<file path="src/rtl/seg7_pkg.sv">
// Shared definitions for the multiplexed seven-segment display driver:
// active-low segment table, all-off pattern and scan FSM states.
package seg7_pkg;

    localparam logic [6:0] SEG7_OFF = 7'h7F;

    // Index is the hex digit; bits are {g,f,e,d,c,b,a}, 0 = segment lit.
    localparam logic [6:0] SEG7_HEX [16] = '{
        7'h40, 7'h79, 7'h24, 7'h30, 7'h19, 7'h12, 7'h02, 7'h78,
        7'h00, 7'h10, 7'h08, 7'h03, 7'h46, 7'h21, 7'h06, 7'h0E
    };

    typedef enum logic {
        BLANK,
        DRIVE
    } scan_state_e;

endpackage

</file>
<file path="src/rtl/hex_to_seg7.sv">
// Combinational hex nibble to active-low seven-segment pattern decoder.
module hex_to_seg7
    import seg7_pkg::*;
(
    input  logic [3:0] nibble_i,
    output logic [6:0] seg_o
);

    always_comb begin
        seg_o = SEG7_HEX[nibble_i];
    end

endmodule

</file>
<file path="src/rtl/seg7_scan_driver.sv">
// Multiplexed seven-segment scan driver: one digit per rising edge of the scan
// clock, with an all-off blanking gap and optional leading-zero suppression.
module seg7_scan_driver
    import seg7_pkg::*;
#(
    parameter int unsigned NUM_DIGITS   = 8,
    parameter int unsigned BLANK_CYCLES = 1000,
    parameter int unsigned LZ_BLANK     = 1
) (
    input  logic                          clk,
    input  logic                          rst,
    input  logic                          clk_500Hz,
    input  logic [4*NUM_DIGITS-1:0]       value,
    input  logic [NUM_DIGITS-1:0]         dp_in,
    input  logic [NUM_DIGITS-1:0]         digit_en,
    output logic [NUM_DIGITS-1:0]         an,
    output logic [6:0]                    seg,
    output logic                          dp,
    output logic [$clog2(NUM_DIGITS)-1:0] digit_idx
);

    localparam int unsigned IdxW = $clog2(NUM_DIGITS);
    localparam int unsigned CntW = $clog2(BLANK_CYCLES + 1);
    localparam logic [CntW-1:0] CntLast = CntW'(BLANK_CYCLES - 1);
    localparam logic [IdxW-1:0] IdxLast = IdxW'(NUM_DIGITS - 1);

    scan_state_e             state_q, state_d;
    logic                    prev_scan_q;
    logic [CntW-1:0]         blank_cnt_q, blank_cnt_d;
    logic [IdxW-1:0]         idx_q, idx_d;
    logic [NUM_DIGITS-1:0]   an_q, an_d;
    logic [6:0]              seg_q, seg_d;
    logic                    dp_q, dp_d;

    logic                    tick;
    logic [3:0]              cur_nib;
    logic                    cur_dp;
    logic                    cur_en;
    logic                    upper_zero;
    logic                    lz_flag;
    logic [NUM_DIGITS-1:0]   idx_onehot;
    logic [6:0]              cur_seg;

    // Select the current digit's inputs; upper_zero covers nibbles idx..top.
    always_comb begin
        cur_nib    = '0;
        cur_dp     = 1'b0;
        cur_en     = 1'b0;
        upper_zero = 1'b1;
        idx_onehot = '0;
        for (int i = 0; i < int'(NUM_DIGITS); i++) begin
            if (idx_q == IdxW'(i)) begin
                cur_nib       = value[4*i +: 4];
                cur_dp        = dp_in[i];
                cur_en        = digit_en[i];
                idx_onehot[i] = 1'b1;
            end
            if (IdxW'(i) >= idx_q && value[4*i +: 4] != 4'h0) begin
                upper_zero = 1'b0;
            end
        end
        lz_flag = (LZ_BLANK == 1) && (idx_q != '0) && !cur_dp && upper_zero;
    end

    hex_to_seg7 u_hex_to_seg7 (
        .nibble_i (cur_nib),
        .seg_o    (cur_seg)
    );

    assign tick = clk_500Hz & ~prev_scan_q;

    always_comb begin
        state_d     = state_q;
        blank_cnt_d = blank_cnt_q;
        idx_d       = idx_q;
        an_d        = an_q;
        seg_d       = seg_q;
        dp_d        = dp_q;

        if (tick) begin
            // A tick always wins so no scan edge is ever dropped.
            idx_d       = (idx_q == IdxLast) ? '0 : idx_q + 1'b1;
            blank_cnt_d = '0;
            state_d     = BLANK;
            an_d        = '1;
            seg_d       = SEG7_OFF;
            dp_d        = 1'b1;
        end else begin
            unique case (state_q)
                BLANK: begin
                    if (blank_cnt_q == CntLast) begin
                        // The output registers act as the slot's shadow latch.
                        state_d     = DRIVE;
                        blank_cnt_d = '0;
                        an_d        = (cur_en && !lz_flag) ? ~idx_onehot : '1;
                        seg_d       = cur_seg;
                        dp_d        = ~cur_dp;
                    end else begin
                        blank_cnt_d = blank_cnt_q + 1'b1;
                    end
                end
                DRIVE: begin
                    state_d = DRIVE;
                end
                default: begin
                    state_d = BLANK;
                end
            endcase
        end
    end

    always_ff @(posedge clk or posedge rst) begin
        if (rst) begin
            state_q     <= BLANK;
            prev_scan_q <= 1'b0;
            blank_cnt_q <= '0;
            idx_q       <= '0;
            an_q        <= '1;
            seg_q       <= SEG7_OFF;
            dp_q        <= 1'b1;
        end else begin
            state_q     <= state_d;
            prev_scan_q <= clk_500Hz;
            blank_cnt_q <= blank_cnt_d;
            idx_q       <= idx_d;
            an_q        <= an_d;
            seg_q       <= seg_d;
            dp_q        <= dp_d;
        end
    end

    assign an        = an_q;
    assign seg       = seg_q;
    assign dp        = dp_q;
    assign digit_idx = idx_q;

endmodule
</file>
<file path="config.mk">
export PLATFORM = sky130hd
export DESIGN_NAME = seg7_scan_driver
export DESIGN_NICKNAME = d
export VERILOG_FILES = /design/src/rtl/seg7_pkg.sv /design/src/rtl/hex_to_seg7.sv /design/src/rtl/seg7_scan_driver.sv
export SDC_FILE = /design/constraint.sdc
export NUM_CORES = 1
export LEC_CHECK = 0
export CAP_MARGIN = 20
export CORE_MARGIN = 5
export CORE_UTILIZATION = 30
export DETAILED_ROUTE_END_ITERATION = 8
export PLACE_DENSITY = 0.63
export SYNTH_ARGS = -nofsm -noshare
export SYNTH_HDL_FRONTEND = slang
export SYNTH_SLANG_ARGS = --single-unit
</file>
<file path="constraint.sdc">
create_clock -name clk -period 2.34 [get_ports clk]
set_input_delay 0.351 -clock clk [delete_from_list [all_inputs] [get_ports clk]]
set_output_delay 0.351 -clock clk [all_outputs]
set_load 0.01 [all_outputs]
</file>
==> results by stage, run 1 <==
Timing:
- For the pin with the worst max-slew slack, the measured transition is 0.505 ns.
- Setup violations remaining at the end of the flow were counted as 0.
- The count of endpoints failing hold in the final timing report came to 0.
- Measured against its own limit, the worst slew margin works out to 66.0%.
- Clock skew on the completed layout was measured at 0.00593 ns.
- The timing-limited maximum frequency is 428 MHz.
- Dividing the final minimum period by the clock period gives 99.9%.
- Setup repair after global routing could not meet its margin everywhere.
- For the finished layout, the period the worst path requires is 2.34 ns.
- Across all setup checks in the final design, the least slack found is 0.00176 ns.
- The final-report max-slew violation count was 0.

Worst setup path:
- The cell with the most instances on the worst path is sky130_fd_sc_hd__buf_6.
- Data arrives at the worst endpoint at 2.56 ns.
- The peak fanout along the critical path is 6.
- Traced cell by cell, the critical path runs through buf_6 -> ha_4 -> buf_6 -> and2_4 -> a31oi_4 -> o21ai_2 -> a21oi_2 -> buf_6 -> clkinvlp_4 -> ha_4 -> nor2_4 -> o311ai_2 -> o21a_1.
- Among all stages on the critical path, the largest delay is contributed by sky130_fd_sc_hd__dfrtp_2.
- Measured in cells, the most critical reg-to-reg path has a length of 13.
- For this run, the slowest stage of the critical path takes 0.45 ns.
- The capturing element type of the critical path is a flop.
- The launching element type of the critical path is a flop.
- The data required time at the worst endpoint is 2.56 ns.
- The critical path is of the flop to flop type.

Die:
- The floorplan step defined a die boundary enclosing 9600 um2.
- The die height is 98.0 um.
- The core region is 7650 um2.
- The floorplan has 32 rows.
- The number of ports placed on the die boundary is 70.
- The die is 98.0 um wide.
- The initial utilization of the core area, before any placement, comes to 30.4%.

Global routing:
- The routing usage on met1 is 21.5%.
- The number of antenna violations at the first check in global routing is 0.
- met2 is the most crowded layer.
- Entering global routing, the biggest net connects 32 pins.
- In the global route stage, overall resource usage came out at 16.3%.
- The met3 usage in global routing is 4.21%.
- The aggregate global routing overflow is 0.
- The via count of the first global-routing pass is 2573.
- The first-pass GRT wire length is 12700 um.
- The fraction of met2 tracks used by global routing is 26.9%.

CTS:
- After clock tree synthesis, the clock-pin slew on the worst setup and hold paths is 0.07 ns.
- The H-tree was split into 2 levels.
- The number of clock buffers added by TritonCTS is 5.
- TritonCTS built the clock tree.
- Clock tree synthesis found a total of 31 sinks.
- After clock tree synthesis, the flow added hold-fix buffers numbering 0.
- The later pin in the worst-skew pair is clocked with a latency of 0.29 ns.
- Counting along the longest clock path gives a buffer depth of 2.
- The root buffer cell chosen for the clock tree is sky130_fd_sc_hd__clkbuf_8.

Routing:
- The number of vias in the routed layout is 2528.
- The DRC violation count after routing is 0.
- The pre-antenna-repair detailed-routing pass consisted of 4 iterations.
- The first-iteration detailed-routing DRC count is 85.
- The total detailed-routing wirelength is 7920 um.
- The residual antenna-violating net count after detailed routing is 0.
- The routed wirelength normalized by instance count is 16.1 um.
- The post-detailed-route via-to-cell ratio is 5.15.

Pwr:
- Per report_power, the sequential group accounts for 16.3% of the total.
- The design internal power is 2.29 mW.
- The leakage component of the power is 1.47 nW.
- The worst-case IR drop observed on VDD is 0.000399 V.
- Combinational cells account for 72.9% of the total power.
- The overall power is 4.03 mW.
- Net switching is 43.2% of the power.
- The part of the power in the clock network is 10.8%.
- In this run the power spent charging and discharging nets is 1.74 mW.
- The power density over the cells is 1060 nW/um2.

Synthesis:
- The combined area of all synthesized cells is 2320 um2.
- The net count after synthesis is 335.
- Synthesis inferred 31 register bits.
- For this run, the register share of the synthesized area comes to 34.3%.
- Synthesis instantiated 59 different standard cells from the library.
- The count of synthesis-stage warnings from yosys is 0.
- The cell count after synthesis is 275.
- The async set or reset register ratio after synthesis is 100%.
- Each instance of the synthesized netlist takes up on average 8.44 um2.
- The most used flip-flop cell after synthesis is sky130_fd_sc_hd__dfstp_2.
- Yosys mapped a number of flops with a built-in enable equal to 0.

Run:
- The tool flagged a number of max-cap violations equal to 0.

Cells and area:
- The number of antenna diodes in the final layout is 0.
- The utilization after layout is 49.9%.
- The area of the multi-input gates is 1640 um2.
- The net count of the finished layout is 448.
- The ratio of cells with drive above 1 in the final layout is 30.6%.
- The area growth from synthesis to final layout is 64.3%.
- The fill cell instance count of the final layout is 716.
- The sequential cells in the finished layout cover a total of 798 um2.

Placement:
- Port buffering added 69 buffers.
- The final weighted congestion of routability-driven global placement is 0.983.
- Before CTS, the worst setup slack after placement is -0.153 ns.
- The final HPWL from detailed placement is 6160 um.

Min path:
- The class of the worst hold path is primary input to async pin.

Outcome:
- The run finished with clean final reports.
## sequential cells by signal, summed over array words and instances, names as in the netlist
register	flops
state_q	1
dp	1
blank_cnt_q	10
digit_idx	3
seg	7
an	8
prev_scan_q	1
## synthesized netlist by cell type (all sizes together), types with 3 or more instances
master | n | share of area (%)
ha | 9 | 4.8
o211ai | 5 | 1.6
and2 | 3 | 0.81
nor2 | 34 | 5.5
o22ai | 3 | 0.81
dfrtp | 15 | 16
buf | 13 | 3.7
nand2b | 6 | 1.6
nor4 | 11 | 3.6
xor2 | 5 | 1.9
a21oi | 15 | 3.6
a311oi | 5 | 1.9
nand3 | 11 | 2.4
o311ai | 3 | 1.5
and3b | 5 | 1.9
clkbuf | 5 | 0.81
nand2 | 25 | 4.0
nor2b | 5 | 1.7
nor3 | 5 | 1.1
dfstp | 16 | 18
inv | 10 | 1.6
o21ai | 17 | 3.8
a31oi | 12 | 3.5
a221oi | 3 | 1.7
xnor2 | 3 | 1.1
## power by group through the flow
stage,sequential (mW),clock (mW),combinational (mW)
6_report,0.658,0.433,2.94
5_1_grt,0.667,0.474,3.17
3_5_place_dp,0.657,0,2.25
4_1_cts,0.654,0.445,2.46
3_3_place_gp,0.654,0,2.24
2_1_floorplan,0.660,0,1.35
## metrics by stage
stage	area, um2	hold slack (ns)	cells	TNS [ns]
3_5_place_dp	3430	0.494	478	-1.25
6_report	3820	0.428	491	0
3_3_place_gp	3430	0.491	478	-1.51
2_1_floorplan	2370	0.382	275	-0.0427
5_1_grt	3820	0.513	491	-0.720
4_1_cts	3630	0.450	489	0
## cell families (layout without fill, tap and decap cells)
family	count (synthesis)	after routing	share of synthesized area, %
and+or+nand+nor	117	117	26.5
AOI/OAI and AO/OA	80	80	24.4
DFF	31	31	34.3
buffers and inverters	28	142	6.14
adders and majority gates	9	9	4.85
xor gates and xnor gates	8	8	3.02
muxes	2	2	0.862
## routing by layer
layer,vias to the layer above,part of all wire (%)
met5,-,0
met4,0,1.0
met3,7,3.9
met1,1220,45
met2,58,50
li1,1243,-
## layout make-up
class                           count  area share (%)
Clock inverter                      1           0.131
Multi-Input combinational cell    216            42.9
Sequential cell                    31            20.9
Clock buffer                        7            2.26
Tap cell                          102            3.34
Inverter                           10            1.21
Timing Repair Buffer              124            29.2
## worst paths after layout
path	slack, ns	endpoint	from
max in group asynchronous	1.58	an[0]	rst
hold reg to reg	0.50	an[1]	an[1]
setup / recovery	0.002	seg[6]	digit_idx[1]
hold / removal	0.43	blank_cnt_q[0]	rst
setup reg to reg	0.002	seg[6]	digit_idx[1]
min in group clk	0.50	an[1]	an[1]
## worst max-delay path: cells and delay by family (launching register included)
family	cells	cell delay, ns
and+or+nand+nor	2	0.22
DFF	1	0.45
buffers and inverters	4	0.59
AOI/OAI and AO/OA	5	0.61
adders and majority gates	2	0.40
## cell usage in the layout (no fill, tap or decap), types with 3 or more instances in the layout
| cell type | n |
|---|---|
| sky130_fd_sc_hd__a21oi_1 | 11 |
| sky130_fd_sc_hd__a21oi_2 | 3 |
| sky130_fd_sc_hd__a311oi_1 | 3 |
| sky130_fd_sc_hd__a31oi_1 | 10 |
| sky130_fd_sc_hd__and3b_1 | 5 |
| sky130_fd_sc_hd__buf_4 | 52 |
| sky130_fd_sc_hd__buf_6 | 3 |
| sky130_fd_sc_hd__clkbuf_8 | 6 |
| sky130_fd_sc_hd__clkdlybuf4s50_1 | 69 |
| sky130_fd_sc_hd__dfrtp_1 | 13 |
| sky130_fd_sc_hd__dfstp_2 | 16 |
| sky130_fd_sc_hd__ha_4 | 6 |
| sky130_fd_sc_hd__inv_1 | 6 |
| sky130_fd_sc_hd__nand2_1 | 24 |
| sky130_fd_sc_hd__nand2b_1 | 5 |
| sky130_fd_sc_hd__nand3_1 | 11 |
| sky130_fd_sc_hd__nor2_1 | 33 |
| sky130_fd_sc_hd__nor2b_1 | 3 |
| sky130_fd_sc_hd__nor3_1 | 3 |
| sky130_fd_sc_hd__nor4_1 | 10 |
| sky130_fd_sc_hd__o211ai_1 | 5 |
| sky130_fd_sc_hd__o21ai_0 | 10 |
| sky130_fd_sc_hd__o21ai_1 | 5 |
| sky130_fd_sc_hd__o22ai_1 | 3 |
| sky130_fd_sc_hd__xnor2_1 | 3 |
| sky130_fd_sc_hd__xor2_1 | 5 |
## what timing repair did
action                                 in CTS  in global routing
resized for setup                          18                 30
setup buffers                               3                  4
gates cloned                                0                  0
pin swaps                                  10                 22
endpoints found under the hold margin       0                  0
setup endpoints to repair                  12                 14
(Power assumes the default switching activity.)
==> inputs of run 2 (changes only) <==
CORE_UTILIZATION = 43   (was 30)
PLACE_DENSITY = 0.83   (was 0.63)
SLEW_MARGIN = 25   (was default)
==> run 2 against run 1 <==
  * The flow now finishes with violations (setup timing)
  * Combinational power fell by 8.5%
  * Via count rose by 4.3%
  * Maximum frequency fell by 1.5%
  * Critical endpoint is now seg[4]
==> results by stage, run 2 (same netlist as run 1, synthesis figures left out) <==
Outcome:
- The flow ran to the end, but the final reports show violations.
- The final reports fail on setup timing.

Global routing:
- The via count of the first global-routing pass is 2613.
- The routing layer with the top usage in global route is met2.
- The aggregate global routing overflow is 0.
- In the global route stage, met3 resource usage came out at 6.42%.
- Global routing used 21.2% of the available tracks across all layers.
- For met1 alone, demand over resource in global routing was 24.9%.
- The first global-routing pass estimated 12100 um of wire.
- The fraction of met2 tracks used by global routing is 37.0%.
- Entering global routing, the biggest net connects 32 pins.
- The number of antenna violations at the first check in global routing is 0.

Die:
- The initialized floorplan defines 26 standard-cell rows.
- The core region is 5170 um2.
- The floorplan step defined a die boundary enclosing 6970 um2.
- The die boundary width is 83.5 um.
- Measured along the y axis, the die boundary spans 83.5 um.
- During I/O placement, the number of pins put on the boundary was 70.
- The starting utilization of the core area is 44.9%.

Cells and area:
- The flip-flop count of the largest register after layout is 10.
- Ranked by flip-flop count, first place goes to blank_cnt_q.
- At the end of the flow, the number of nets in the layout was 450.
- The final cell count without fillers is 461.
- The leading cell type in the layout, fill and taps excluded is sky130_fd_sc_hd__clkdlybuf4s50_1.
- Cells fill 70.6% of the core in the end.
- In the final layout, the share of cells above drive strength 1 is 29.4%.
- The number of antenna diodes in the final layout is 0.
- The area growth from synthesis to final layout is 57.3%.
- The fill cell instance count of the final layout is 393.
- The library cells used most frequently in the layout, excluding fill and tap cells, are sky130_fd_sc_hd__clkdlybuf4s50_1, sky130_fd_sc_hd__buf_4, sky130_fd_sc_hd__nor2_1, sky130_fd_sc_hd__nand2_1, sky130_fd_sc_hd__dfstp_2.

CTS:
- The H-tree was split into 2 levels.
- The CTS sink count is 31.
- Counting along the longest clock path gives a buffer depth of 2.
- The CTS tree is yes.
- The total clock buffers created by CTS is 5.
- The number of buffers inserted for hold repair after clock tree synthesis is 0.
- The clock transition at the registers of the reported paths is 0.06 ns.
- The later pin in the worst-skew pair is clocked with a latency of 0.28 ns.
- The root buffer cell chosen for the clock tree is sky130_fd_sc_hd__clkbuf_8.

Placement:
- OpenSTA, run right after detailed placement, puts the worst setup slack at -0.139 ns.
- The cell total after placement is 442.
- The count of buffers from port buffering is 69.
- The congestion estimate from routability-driven global placement came to 0.965.
- The final HPWL from detailed placement is 5910 um.

Worst setup path:
- The master of the slowest instance on the critical path is sky130_fd_sc_hd__dfrtp_2.
- The worst register-to-register path begins at digit_idx[0].
- The signal on the critical path passes through ha_1 -> ha_2 -> o21bai_1 -> o31a_1 -> o21a_2 -> buf_4 -> buf_4 -> nand3_1 -> nand2_1 -> o32a_1.
- For the worst setup path, the data required time is 2.55 ns.
- The cell with the most instances on the worst path is sky130_fd_sc_hd__buf_4.
- STA classifies the critical path startpoint as a flop.
- The setup path with the least slack is of type flop to flop.
- For the worst setup path, the data arrival time is 2.58 ns.
- The worst setup path is captured at a flop.
- The start point of the critical path is digit_idx[0].
- The peak fanout along the critical path is 6.
- On the worst path, the slowest cell contributes a delay of 0.47 ns.

Min path:
- The min-delay analysis places its worst path in the category primary input to async pin.

Routing:
- For this run, design rule violations remaining after detail routing come to 0.
- The residual antenna-violating net count after detailed routing is 0.
- Dividing the detail-routed wire length by the instance count gives 17.1 um.
- The detailed router placed 2636 vias in this run.
- The pre-antenna-repair detailed-routing pass consisted of 4 iterations.
- The first-iteration detailed-routing DRC count is 262.
- The total detailed-routing wirelength is 7870 um.
- Using the TritonRoute via totals, the vias-per-cell ratio works out to 5.72.

Pwr:
- The worst supply voltage drop on vdd is 0.000680 V.
- The leakage component of the power is 1.46 nW.
- The power density over the cells is 1030 nW/um2.
- The design draws 3.75 mW.

Timing:
- The transition time at the pin with the least slew margin is 0.499 ns.
- The part of the cycle the worst path needs is 101%.
- The normalized max-slew margin is 66.4%.
- The worst hold slack is 0.441 ns.
- The count of endpoints failing hold in the final timing report is 0.
- The setup slack after layout is -0.0328 ns.
- The timing-limited maximum frequency is 421 MHz.
- Setup repair after global routing could not meet its margin everywhere.
- The minimum clock period after layout is 2.37 ns.
- Setup violations remaining at the end of the flow were counted as 2.
- The final-report max-slew violation count is 0.
- The clock skew after layout is 0.00478 ns.

Run:
- The tool flagged a number of max-cap violations equal to 0.
## run 2: per-layer routing
metal	vias to the layer above	routed length, um
met4	0	162
met5	-	0
met1	1256	3160
met2	115	3950
li1	1246	-
met3	19	599
## run 2: worst max-delay path: cells and delay by family (launching register included)
family          cells  cell delay [ns]
compound gates      4             0.99
flops               1             0.47
fa+ha+maj           2             0.42
buf+inv             2             0.28
simple gates        2             0.15
## run 2: power by group
group	internal [mW]	switching (mW)
clock network	0.208	0.190
registers	0.588	0.0778
logic	1.33	1.36
total	2.12	1.62
## run 2: timing repair
item / CTS / global route
pin swaps: 0 / 10
endpoints found under the setup margin: 4 / 13
gates cloned: 0 / 1
setup buffers: 0 / 10
hold endpoints to repair: 0 / 0
gates resized for setup: 3 / 27
## run 2: cell type report
type	instances	area, um2	area share, %
clock buffers	7	76.3	2.09
clock inverters	1	5.00	0.137
inverters	10	40.0	1.10
multi-input cells	216	1520	41.5
flip-flops and latches	31	798	21.8
well taps	70	87.6	2.40
repair buffers	126	1130	31.0
## run 2: worst paths after layout
path	slack (ns)	end	depth (start not counted)
setup / recovery	-0.03	seg[4]	10
hold / removal	0.44	blank_cnt_q[2]	3
setup reg to reg	-0.03	seg[4]	10
hold reg to reg	0.50	an[0]	2
max in group asynchronous	1.58	an[4]	3
min in group clk	0.50	an[0]	2
## run 2: per-stage QoR
step | instance area (um2) | setup TNS, ns
floorplan | 2370 | -0.0427
global placement | 3360 | -0.357
detailed placement | 3360 | -0.888
CTS | 3460 | 0
global route | 3650 | -0.503
finish | 3650 | -0.0526
